[config.mk]
export PLATFORM = sky130hd
export DESIGN_NAME = instruction_encoder
export DESIGN_NICKNAME = d
export VERILOG_FILES = /design/src/rtl/instruction_encoder.sv
export SDC_FILE = /design/constraint.sdc
export NUM_CORES = 1
export LEC_CHECK = 0
export BUFFER_PORTS_ARGS = -buffer_cell sky130_fd_sc_hd__buf_2
export CORE_MARGIN = 4
export CORE_UTILIZATION = 50
export CTS_CLUSTER_SIZE = 14
export DETAILED_ROUTE_END_ITERATION = 12
export GPL_ROUTABILITY_DRIVEN = 0
export PLACE_DENSITY = 0.72
export SYNTH_ARGS = -nofsm -noshare
export SYNTH_HDL_FRONTEND = slang
export SYNTH_SLANG_ARGS = --single-unit
[constraint.sdc]
create_clock -name clk -period 7.3 [get_ports clk]
set_clock_uncertainty 0.15 [all_clocks]
set_input_delay 0 -clock clk [delete_from_list [all_inputs] [get_ports clk]]
set_output_delay 0 -clock clk [all_outputs]
set_load 0.01 [all_outputs]
[src/rtl/instruction_encoder.sv]
// rtl/instruction_encoder.sv - RV32I instruction packer with range check and 2-entry address-tagged output FIFO
//
// Ports:
//   clk, reset            rising-edge clock, synchronous active-high reset
//   in_valid / in_ready   encode request handshake; in_ready = fifo not full
//   in_opcode .. in_imm   instruction fields and the immediate as the decoder reproduces it
//   out_valid / out_ready FIFO head handshake
//   out_instr, out_addr   encoded word at the FIFO head and its instruction-memory address
//   err_pulse             one cycle after an accepted request that failed encoding
//   err_count             saturating count of rejected requests
module instruction_encoder #(
  parameter int                    ADDR_WIDTH    = 32,
  parameter logic [ADDR_WIDTH-1:0] BASE_ADDR     = '0,
  parameter int                    ERR_CNT_WIDTH = 8
) (
  input  logic                     clk,
  input  logic                     reset,
  input  logic                     in_valid,
  output logic                     in_ready,
  input  logic [6:0]               in_opcode,
  input  logic [4:0]               in_rd,
  input  logic [4:0]               in_rs1,
  input  logic [4:0]               in_rs2,
  input  logic [2:0]               in_funct3,
  input  logic [6:0]               in_funct7,
  input  logic [31:0]              in_imm,
  output logic                     out_valid,
  input  logic                     out_ready,
  output logic [31:0]              out_instr,
  output logic [ADDR_WIDTH-1:0]    out_addr,
  output logic                     err_pulse,
  output logic [ERR_CNT_WIDTH-1:0] err_count
);

  typedef enum logic [2:0] {
    FMT_U,
    FMT_J,
    FMT_I,
    FMT_B,
    FMT_S,
    FMT_R,
    FMT_BAD
  } fmt_t;

  fmt_t        fmt;
  logic [31:0] enc_instr;
  logic        enc_ok;

  logic [31:0]           mem_instr [2];
  logic [ADDR_WIDTH-1:0] mem_addr  [2];
  logic                  rd_ptr;
  logic                  wr_ptr;
  logic [1:0]            count;
  logic [ADDR_WIDTH-1:0] addr_cnt;

  logic accept;
  logic push;
  logic pop;

  // Immediate fits a sign-extended field when all bits from the field's
  // sign bit upward agree.
  logic sext12_ok;
  logic sext13_ok;
  logic sext21_ok;

  assign sext12_ok = (&in_imm[31:11]) | ~(|in_imm[31:11]);
  assign sext13_ok = (&in_imm[31:12]) | ~(|in_imm[31:12]);
  assign sext21_ok = (&in_imm[31:20]) | ~(|in_imm[31:20]);

  always_comb begin
    fmt = FMT_BAD;
    case (in_opcode)
      7'b0110111, 7'b0010111:                                     fmt = FMT_U;
      7'b1101111:                                                 fmt = FMT_J;
      7'b1100111, 7'b0000011, 7'b0010011, 7'b0001111, 7'b1110011: fmt = FMT_I;
      7'b1100011:                                                 fmt = FMT_B;
      7'b0100011:                                                 fmt = FMT_S;
      7'b0110011:                                                 fmt = FMT_R;
      default:                                                    fmt = FMT_BAD;
    endcase
  end

  always_comb begin
    enc_instr = '0;
    enc_ok    = 1'b0;
    case (fmt)
      FMT_U: begin
        enc_instr = {in_imm[31:12], in_rd, in_opcode};
        enc_ok    = (in_imm[11:0] == 12'd0);
      end
      FMT_J: begin
        enc_instr = {in_imm[20], in_imm[10:1], in_imm[11], in_imm[19:12], in_rd, in_opcode};
        enc_ok    = sext21_ok & ~in_imm[0];
      end
      FMT_I: begin
        enc_instr = {in_imm[11:0], in_rs1, in_funct3, in_rd, in_opcode};
        enc_ok    = sext12_ok;
      end
      FMT_B: begin
        enc_instr = {in_imm[12], in_imm[10:5], in_rs2, in_rs1, in_funct3,
                     in_imm[4:1], in_imm[11], in_opcode};
        enc_ok    = sext13_ok & ~in_imm[0];
      end
      FMT_S: begin
        enc_instr = {in_imm[11:5], in_rs2, in_rs1, in_funct3, in_imm[4:0], in_opcode};
        enc_ok    = sext12_ok;
      end
      FMT_R: begin
        enc_instr = {in_funct7, in_rs2, in_rs1, in_funct3, in_rd, in_opcode};
        enc_ok    = 1'b1;
      end
      default: begin
        enc_instr = '0;
        enc_ok    = 1'b0;
      end
    endcase
  end

  // in_ready comes from the registered count only, so no combinational
  // path exists from out_ready or in_valid to in_ready.
  assign in_ready  = (count != 2'd2);
  assign out_valid = (count != 2'd0);
  assign out_instr = mem_instr[rd_ptr];
  assign out_addr  = mem_addr[rd_ptr];

  assign accept = in_valid & in_ready;
  assign push   = accept & enc_ok;
  assign pop    = out_valid & out_ready;

  always_ff @(posedge clk) begin
    if (reset) begin
      for (int i = 0; i < 2; i++) begin
        mem_instr[i] <= '0;
        mem_addr[i]  <= BASE_ADDR;
      end
      rd_ptr    <= 1'b0;
      wr_ptr    <= 1'b0;
      count     <= 2'd0;
      addr_cnt  <= BASE_ADDR;
      err_pulse <= 1'b0;
      err_count <= '0;
    end else begin
      if (push) begin
        mem_instr[wr_ptr] <= enc_instr;
        mem_addr[wr_ptr]  <= addr_cnt;
        wr_ptr            <= ~wr_ptr;
        addr_cnt          <= addr_cnt + ADDR_WIDTH'(4);
      end
      if (pop) begin
        rd_ptr <= ~rd_ptr;
      end
      case ({push, pop})
        2'b10:   count <= count + 2'd1;
        2'b01:   count <= count - 2'd1;
        default: count <= count;
      endcase
      err_pulse <= accept & ~enc_ok;
      if (accept && !enc_ok && !(&err_count)) begin
        err_count <= err_count + 1'b1;
      end
    end
  end

endmodule

Word level (Yosys, flattened, before mapping)

Memories as Yosys holds them, arrays and structs flattened. A register that Yosys moved wholly into a read port is not among the register bits.
Cells that the tools add are included.
W data, S select, Z words.

Bits in registers: 45
Bits in latches: 0
Bits in writable memories: 128
Memory bits (read-only): 0
Input port bits: 68
Output and inout port bits: 75
Word-level logic and storage cells: 86
Memories: 2

Memories:

| memory    | depth | width | read ports | clocked after Yosys merged registers in | write ports | RTL line | source |
|---|---|---|---|---|---|---|---|
| mem_addr  | 2     | 32    | 1          | 1                                       | 2           | 50       | `logic [ADDR_WIDTH-1:0] mem_addr [2];` |
| mem_instr | 2     | 32    | 1          | 1                                       | 2           | 49       | `logic [31:0] mem_instr [2];` |

$add $sub $neg: 4
$mul: 0
Divide/modulo/power cells: 0
Order comparisons: 0
Equality and inequality tests: 19
Shift-type cells: 0
Muxes and demuxes: 19
Bitwise logic cells: 16
Reduce and logical (&&, ||, !) cells: 20

Operator list:

| operator                | count |
|---|---|
| $pmux W32 S6            | 1 |
| $mux W32                | 2 |
| $reduce_or A32 Y1       | 2 |
| $add A32 B3 Y32 const B | 1 |
| $eq A7 B7 Y1 const B    | 4 |
| $eq A7 B6 Y1 const B    | 3 |
| $reduce_and A21 Y1      | 1 |
| $reduce_or A21 Y1       | 1 |
| $reduce_and A20 Y1      | 1 |
| $reduce_or A20 Y1       | 1 |
| $pmux W3 S6             | 1 |
| $eq A7 B5 Y1 const B    | 2 |
| $mux W1                 | 13 |
| $logic_not A12 Y1       | 1 |
| $reduce_and A12 Y1      | 1 |
| $reduce_or A12 Y1       | 1 |
| $add A8 B1 Y8 const B   | 1 |
| $reduce_and A8 Y1       | 1 |
| $eq A7 B2 Y1 const B    | 1 |
| $eq A7 B4 Y1 const B    | 1 |
| $not A1 Y1              | 7 |
| $and A1 B1 Y1           | 6 |
| $eq A3 B2 Y1 const B    | 2 |
| $eq A3 B3 Y1 const B    | 2 |
| 15 further kinds        | 21 |

Longest topological paths before layout

Gate-level depths: netlist (run 1).

Word-level depth: 12
Depth in mapped cells: 17
Gate-level depth less buffers: 14

Worst setup path before layout (run 1)

OpenSTA, ideal clock, no wires.

Path type: in2reg
Start: in in_opcode[4]
End: mem mem_addr[1][10], enable pin
Arrival time: 4.053 ns
Slack: 2.667 ns
Stages: 13
Buffers on the path: 2
Cells stage by stage: buf_2 and2_1 o32ai_1 o21a_1 buf_4 inv_1 ha_1 or3_1 a211oi_1 nor3b_2 a221o_1 nand4b_1 nand2b_1

RTL lines:

| what        | RTL line | source |
|---|---|---|
| from (decl) | 20       | `input logic [6:0] in_opcode,` |
| to (decl)   | 50       |  |

==> results of run 1 <==
registers in the layout (all words and copies together) (netlist names), named ones only:
name and flops:
wr_ptr 1, count 2, addr_cnt 30, mem_addr 60, rd_ptr 1, mem_instr 64, err_count 8, err_pulse 1
report_power, final:
group | switching, mW | leakage (nW) | internal (mW)
logic | 0.0809 | 1.92 | 0.0574
clock network | 0.359 | 0.275 | 0.499
registers | 0.00739 | 1.60 | 1.05
what timing repair did:
action                     CTS  global route
hold buffers                45             0
setup endpoints to repair    0             0
hold endpoints to repair    53             0
setup buffers                0             0
per-layer routing:
metal | GRT usage | wire (µm) | part of all wire | vias to the layer above
met3 | 0.04552 | 1280 | 0.063 | 48
met4 | 0.07415 | 531 | 0.026 | 0
met5 | 0 | 0 | 0 | -
met2 | 0.3442 | 9642 | 0.47 | 266
met1 | 0.2815 | 8963 | 0.44 | 3214
li1 | - | - | - | 3221
cell families after synthesis:
group           after synthesis  share of synthesized area
mux                          66                    0.08683
other cells                   1                  0.0004381
compound gates              120                    0.09984
xor+xnor                      4                   0.004094
simple gates                339                     0.2310
flops                       168                     0.5379
buf+inv                      65                    0.03289
fa+ha+maj                     5                   0.007017
final cells by class:
cell class / count / area (µm²)
sequential: 168 / 4606
clock buffer: 18 / 429.2
fill: 1353 / 6314
multi-input combinational: 536 / 3702
clock inverter: 13 / 130.1
inverter: 5 / 18.77
timing repair buffer: 195 / 1226
tap: 220 / 275.3
worst reg2reg max path, delay by kind of cell (launching register included):
kind,cells,cell delay (ns)
buffers and inverters,1,0.41
and+or+nand+nor,4,1.93
DFF,1,0.38
how the worst max path moves through the flow:
| stage | to | slack (ns) | cells after the start |
|---|---|---|---|
| final | mem_addr[1][10]$_SDFFCE_PN0P_ | 1.76 | 14 |
| after detailed placement | mem_addr[1][18]$_SDFFCE_PN0P_ | 1.85 | 13 |
| after CTS | mem_addr[1][10]$_SDFFCE_PN0P_ | 1.75 | 14 |
| after global routing | mem_addr[1][10]$_SDFFCE_PN0P_ | 1.21 | 14 |
| after floorplan | mem_addr[1][10]$_SDFFCE_PN0P_ | 2.67 | 13 |
| after global placement | mem_addr[1][17]$_SDFFCE_PN0P_ | 1.95 | 13 |
per-stage QoR:
stage / std cells / total power [mW] / hold WS, ns / util
after detailed placement: 1079 / 1.200 / 0.2185 / 0.5615
after floorplan: 769 / 1.143 / 0.07290 / -
after CTS: 1155 / 2.067 / 0.001093 / 0.6220
after global routing: 1155 / 2.125 / 0.02097 / 0.6220
final: 1155 / 2.054 / 0.01605 / 0.6220
after global placement: 1079 / 1.199 / 0.2275 / 0.5615
layout by cell type, fill, tap and decap left out, types with 5 or more instances in the layout:
cell type,n
clkbuf_16,17
dfxtp_1,43
nand2_1,28
nor2b_1,7
nor3_1,11
dlygate4sd3_1,45
a222oi_1,10
a22oi_1,7
o31ai_1,29
or2_2,9
or3_1,5
nor2_1,48
a21oi_1,44
mux2_2,66
nand4_1,18
buf_4,10
and2_1,93
nor4_1,11
buf_2,140
edfxtp_1,124
or4_1,28
inv_1,5
and3_1,27
o21ai_0,7
nand3_1,29
==> results.md, run 1 <==
- Slew margin rel.: 0.2198
- Initial Util: 0.5125
- Status: finished clean
- CTS tree: done
- Biggest area consumer among synthesized cells: edfxtp_1
- CP max stage delay: 0.76 ns
- CP Capture Type: flop
- Final worst-path cycle share: 0.7585
- Yosys warnings: 0
- Gr usage total: 0.2114
- Worst r2r src: count[0]$_SDFFE_PP0P_
- Worst-Margin Slew: 1.170 ns
- Design area: 0.01039 mm²
- Seq/Total Area, Yosys: 0.5379
- GRT overflow: 0
- Syn Area/Cell: around 11 µm²
- Die Ht: 138.8 µm
- Most instantiated library cell after synthesis: edfxtp_1
- First-pass DRT Iterations: 9
- Slew Viols, Final: 0
- Routed WL: 20420 µm
- Hold Path Cell Cnt: 4
- Critical R2R Capture: mem_addr[1][10]$_SDFFCE_PN0P_
- Ant. Diodes: 0
- Final nets: 995
- Final worst slack: 1.763 ns
- First-pass GRT wire length: 33040 µm
- Initial antenna violation count: 0
- Total CTS buffers: 17
- Clk buf depth: 2
- Worst path slowest cell: nand2b_2
- # IOs: 143
- Post-CTS Resized: 0
- Post-synth design cell area: 0.008559 mm²
- Hold Path Origin: in_imm[16]
- Area fraction of the dominant cell type after synthesis: 0.4350
- Vias after detailed routing: 6749
- Routed Antenna Nets: 0
- Share of layout cells above drive strength 1: 0.2877
- Maxcap violations: 0
- Residual DRC count: 0
- Core box area: around 0.017 mm²
- CP Launch Type: input pin
- Vias per inst: 5.843
- Worst Setup SP: in_opcode[2]
- Placed cell area: 0.009378 mm²
- Final Hold Vio Count: 0
- Netlist cell types: between 60 and 70
- Commonest cells post-synth: edfxtp_1 (124), and2_1 (93), mux2_2 (66)
- CTS clock-pin slew for the worst setup and hold paths: 0.06 ns
- Setup CP Type: input pin to flop
- Setup violators final: 0
- CTS sink count: 168
- Die Area: 0.01928 mm²
- Clock Tree Root: clkbuf_16
- WHS Endpoint: mem_instr[0][16]$_SDFFCE_PN0P_
- Largest net degree at the start of global routing: 71
- Power per Cell Area: around 200 mW/mm²
- Input/output buffers: 140
- CP arrival: about 5.5 ns
- Worst-Skew Late Latency: 0.43 ns
- Layout Area Growth over Synthesis: 21.36%
- Reg2Reg Setup Slack: 4.10 ns
- Ys async rst share: 0
- Buf/Inv on CP: 4
- Rows: 47
- CTS H-Tree Depth: 4
- Fmax: 0.1806 GHz
- Pre-CTS WS: 1.849 ns
- Critical path data required time: 7.25 ns
- Synth area leaders: edfxtp_1 (44%), dfxtp_1 (10%), mux2_2 (8.7%), and2_1 (6.8%), a21oi_1 (2.6%)
- Crit path time final: 5.537 ns
- DRT iter0 DRCs: slightly above 600
- Worst hold-check path type: input pin to flop
- Sum Neg Setup Slack: 0 ns
- R2r worst-path depth: 5
- Vias in the first global route: 6447
- RSZ-0062 raised after global routing: no
- CP Cell Sequence: dlygate4sd3_1 > buf_2 > and2_1 > o32ai_1 > o21a_1 > inv_1 > ha_1 > or3_1 > a211oi_1 > nor3b_2 > a221o_1 > nand4b_1 > nand2b_2 > buf_4
- Die X: around 140 µm
- Post-Syn Instances: 768
- CP top delay family: simple AND/OR/NAND/NOR gates
- Max Fanout on Critical Path: 26
- VDD IR max: 0.1704 mV
- DP Wirelength: 13540 µm
- Leading register cell type out of synthesis: edfxtp_1
- Post-synth EDFFs: around 120
- FF+latch count, synth: 168
- Leak: 3.804 nW
- Avg WL per Cell: 17.68 µm
(Power assumes the default switching activity.)
==> run 2, diff against run 1 <==
ABC_AREA = 1   (was unset)
clock period = 5.15 ns   (was 7.3 ns; I/O delays follow)
==> run 2 against run 1 <==
Against the previous run: register-to-register slack worse by 1.6 ns; combinational power grew 58%; largest cell class unchanged; via count up 10%; sequential power grew 41%; setup slack got worse by 0.83 ns; synthesized area grew 3.6%; first-iteration DRC count increased by 13%; non-clock buffer count is 2 higher; synthesized cell count up 26%.
==> results.md, run 2 <==
- Core box area: 0.01736 mm²
- Final Hold Vio Count: 0
- Leading register cell type out of synthesis: edfxtp_1
- DP Wirelength: 14610 µm
- CP Capture Type: flop
- Die X: between 100 and 150 µm
- Max Fanout on Critical Path: 62
- Setup violators final: 0
- CTS clock-pin slew for the worst setup and hold paths: 0.06 ns
- Initial antenna violation count: 0
- Power per Cell Area: roughly 280 mW/mm²
- Critical path data required time: 5.14 ns
- Yosys warnings: 0
- Synth area leaders: edfxtp_1 (42%), dfxtp_1 (9.9%), nand2_1 (8.2%), mux2_2 (7.9%), nor2_1 (6.3%)
- Ant. Diodes: 0
- Biggest area consumer among synthesized cells: edfxtp_1
- Number of flip-flops in the largest register: 64
- First-pass GRT wire length: ~36000 µm
- Switching portion of total power: 0.2228
- Seq/Total Area, Yosys: 0.5192
- Worst hold-check path type: input pin to flop
- P_sw: ~0.67 mW
- GRT overflow: 0
- Residual DRC count: 0
- CTS H-Tree Depth: 4
- Cell-internal power: 2.323 mW
- Most common cell after layout, fill and taps aside: nand2_1
- Post-Layout Cell Count: about 1400
- Total CTS buffers: 17
- Final worst slack: around 0.94 ns
- Setup CP Type: input pin to flop
- Routed Antenna Nets: 0
- Die Ht: 141.2 µm
- Most frequent cells in the layout: nand2_1 (192), nor2_1 (148), buf_2 (140)
- Vias after detailed routing: 7456
- FF+latch count, synth: 168
- Post-synth EDFFs: 124
- Slew margin rel.: 0.3763
- Clk pwr share: 0.427
- Die Area: 0.01993 mm²
- Sum Neg Setup Slack: 0 ns
- Sequential power share: 0.500
- Layout Area Growth over Synthesis: 22.35%
- DRT iter0 DRCs: 689
- Fmax: approximately 0.24 GHz
- Area fraction of the dominant cell type after synthesis: 0.4199
- Syn Area/Cell: 9.133 µm²
- Commonest cells post-synth: nand2_1 (193), nor2_1 (148), edfxtp_1 (124)
- Gr usage total: 0.2229
- Worst-Margin Slew: around 0.94 ns
- Regs by FF count: mem_instr: 64 flops, mem_addr: 60 flops, addr_cnt: 30 flops
- Avg WL per Cell: around 16 µm
- RSZ-0062 raised after global routing: no
- Final nets: 1220
- Dpl cells: 1304
- Reg with most FFs: mem_instr
- Clock Tree Root: clkbuf_16
- Leak: around 4.2 nW
- Routed WL: 22030 µm
- CTS tree: done
- Final worst-path cycle share: 0.8181
- Status: finished clean
- CTS sink count: 168
- Total power: 2.989 mW
- VDD IR max: 0.2432 mV
- Worst-Skew Late Latency: around 0.43 ns
- Netlist cell types: 41
- Largest net degree at the start of global routing: 64
- Input/output buffers: 140
- Clk buf depth: 2
- Pre-CTS WS: 1.091 ns
- Rows: 48
- Crit path time final: 4.213 ns
- First-pass DRT Iterations: 9
- Initial Util: 0.5110
- Post-synth design cell area: 0.008869 mm²
- Ys async rst share: 0
- Most instantiated library cell after synthesis: nand2_1
- CP Launch Type: input pin
- Post-Syn Instances: 971
- Combinational share of power: 0.073
- Post-CTS Resized: 0
- Vias per inst: 5.380
- Maxcap violations: 0
- Vias in the first global route: 7339
- Slew Viols, Final: 0
- Share of layout cells above drive strength 1: 0.2679
- CP arrival: 4.20 ns
- # IOs: between 100 and 150
==> run 2: changes by cell type after synthesis, sizes merged, moves of 29 or more <==
cell,delta
nand2,+172
nor2,+143
and2,-93
inv,+80
nand3,+33
o31ai,-29
==> run 2: layout make-up <==
cell class              instances  area, µm²
flip-flops and latches        168       4606
clock inverters                12      140.1
clock buffers                  20      456.7
multi-input cells             678       3752
fillers                      1444       6506
inverters                      86      322.8
repair buffers                197       1291
well taps                     225      281.5
==> run 2: cells by family (layout without fill, tap and decap cells) <==
logic type | after synthesis | after routing | share of synthesized area
other | 1 | 2 | 0.0004228
DFF | 168 | 168 | 0.5192
xor gates and xnor gates | 29 | 29 | 0.02864
muxes | 62 | 62 | 0.07872
AOI/OAI and AO/OA | 66 | 66 | 0.04148
and+or+nand+nor | 515 | 515 | 0.2654
adders and majority gates | 4 | 4 | 0.005644
buffers and inverters | 126 | 315 | 0.06052
==> run 2: what timing repair did <==
action / CTS / global route
hold buffers: 50 / 0
endpoints found under the hold margin: 90 / 0
setup buffers: 0 / 0
==> run 2: power groups by stage <==
stage,clock network (mW),registers (mW),logic (mW)
finish,1.28,1.49,0.218
global route,1.36,1.50,0.236
CTS,1.30,1.49,0.215
detailed placement,0,1.52,0.186
global placement,0,1.52,0.186
floorplan,0,1.52,0.102
==> run 2: per-layer routing <==
| layer | wire length [µm] | global-route usage | vias up |
|---|---|---|---|
| met5 | 0 | 0 | - |
| met4 | 652 | 0.09485 | 0 |
| met3 | 1576 | 0.04444 | 60 |
| met2 | 10410 | 0.3579 | 340 |
| met1 | 9395 | 0.2954 | 3458 |
| li1 | - | - | 3598 |
==> run 2: stage by stage <==
step	hold WS [ns]	utilization	area [µm²]
after floorplan	0.08439	-	8876
after global placement	0.1915	0.5619	9753
after detailed placement	0.1930	0.5619	9753
after CTS	0.002152	0.6251	10850
after global routing	0.03082	0.6251	10850
final	0.006591	0.6251	10850
==> run 2: worst paths after layout <==
path / from / end / cells after the start / slack (ns)
hold / removal: in_funct3[2] / mem_instr[1][14]$_SDFFCE_PN0P_ / 5 / 0.007
setup / recovery: in_opcode[1] / mem_instr[1][2]$_SDFFCE_PN0P_ / 20 / 0.94
setup reg to reg: count[0]$_SDFFE_PP0P_ / count[1]$_SDFFE_PP0P_ / 10 / 2.51
hold reg to reg: rd_ptr$_SDFFE_PP0P_ / flop / 1 / 0.30
==> run 2: worst max-delay path: stages <==
cell and delay (ns):
dlygate4sd3_1 0.54, buf_2 0.14, nand2_1 0.14, nor2_2 0.08, nand2_1 0.14, nand3_1 0.10
nor2_2 0.17, ha_1 0.25, nand3_4 0.22, nand2_4 0.18, inv_2 0.07, nand3_2 0.08
nand2_1 0.12, a21oi_4 0.23, nand2_2 0.40, nand2_2 0.29, inv_2 0.08, nand3_4 0.06
buf_4 0.75, nor2_1 0.10
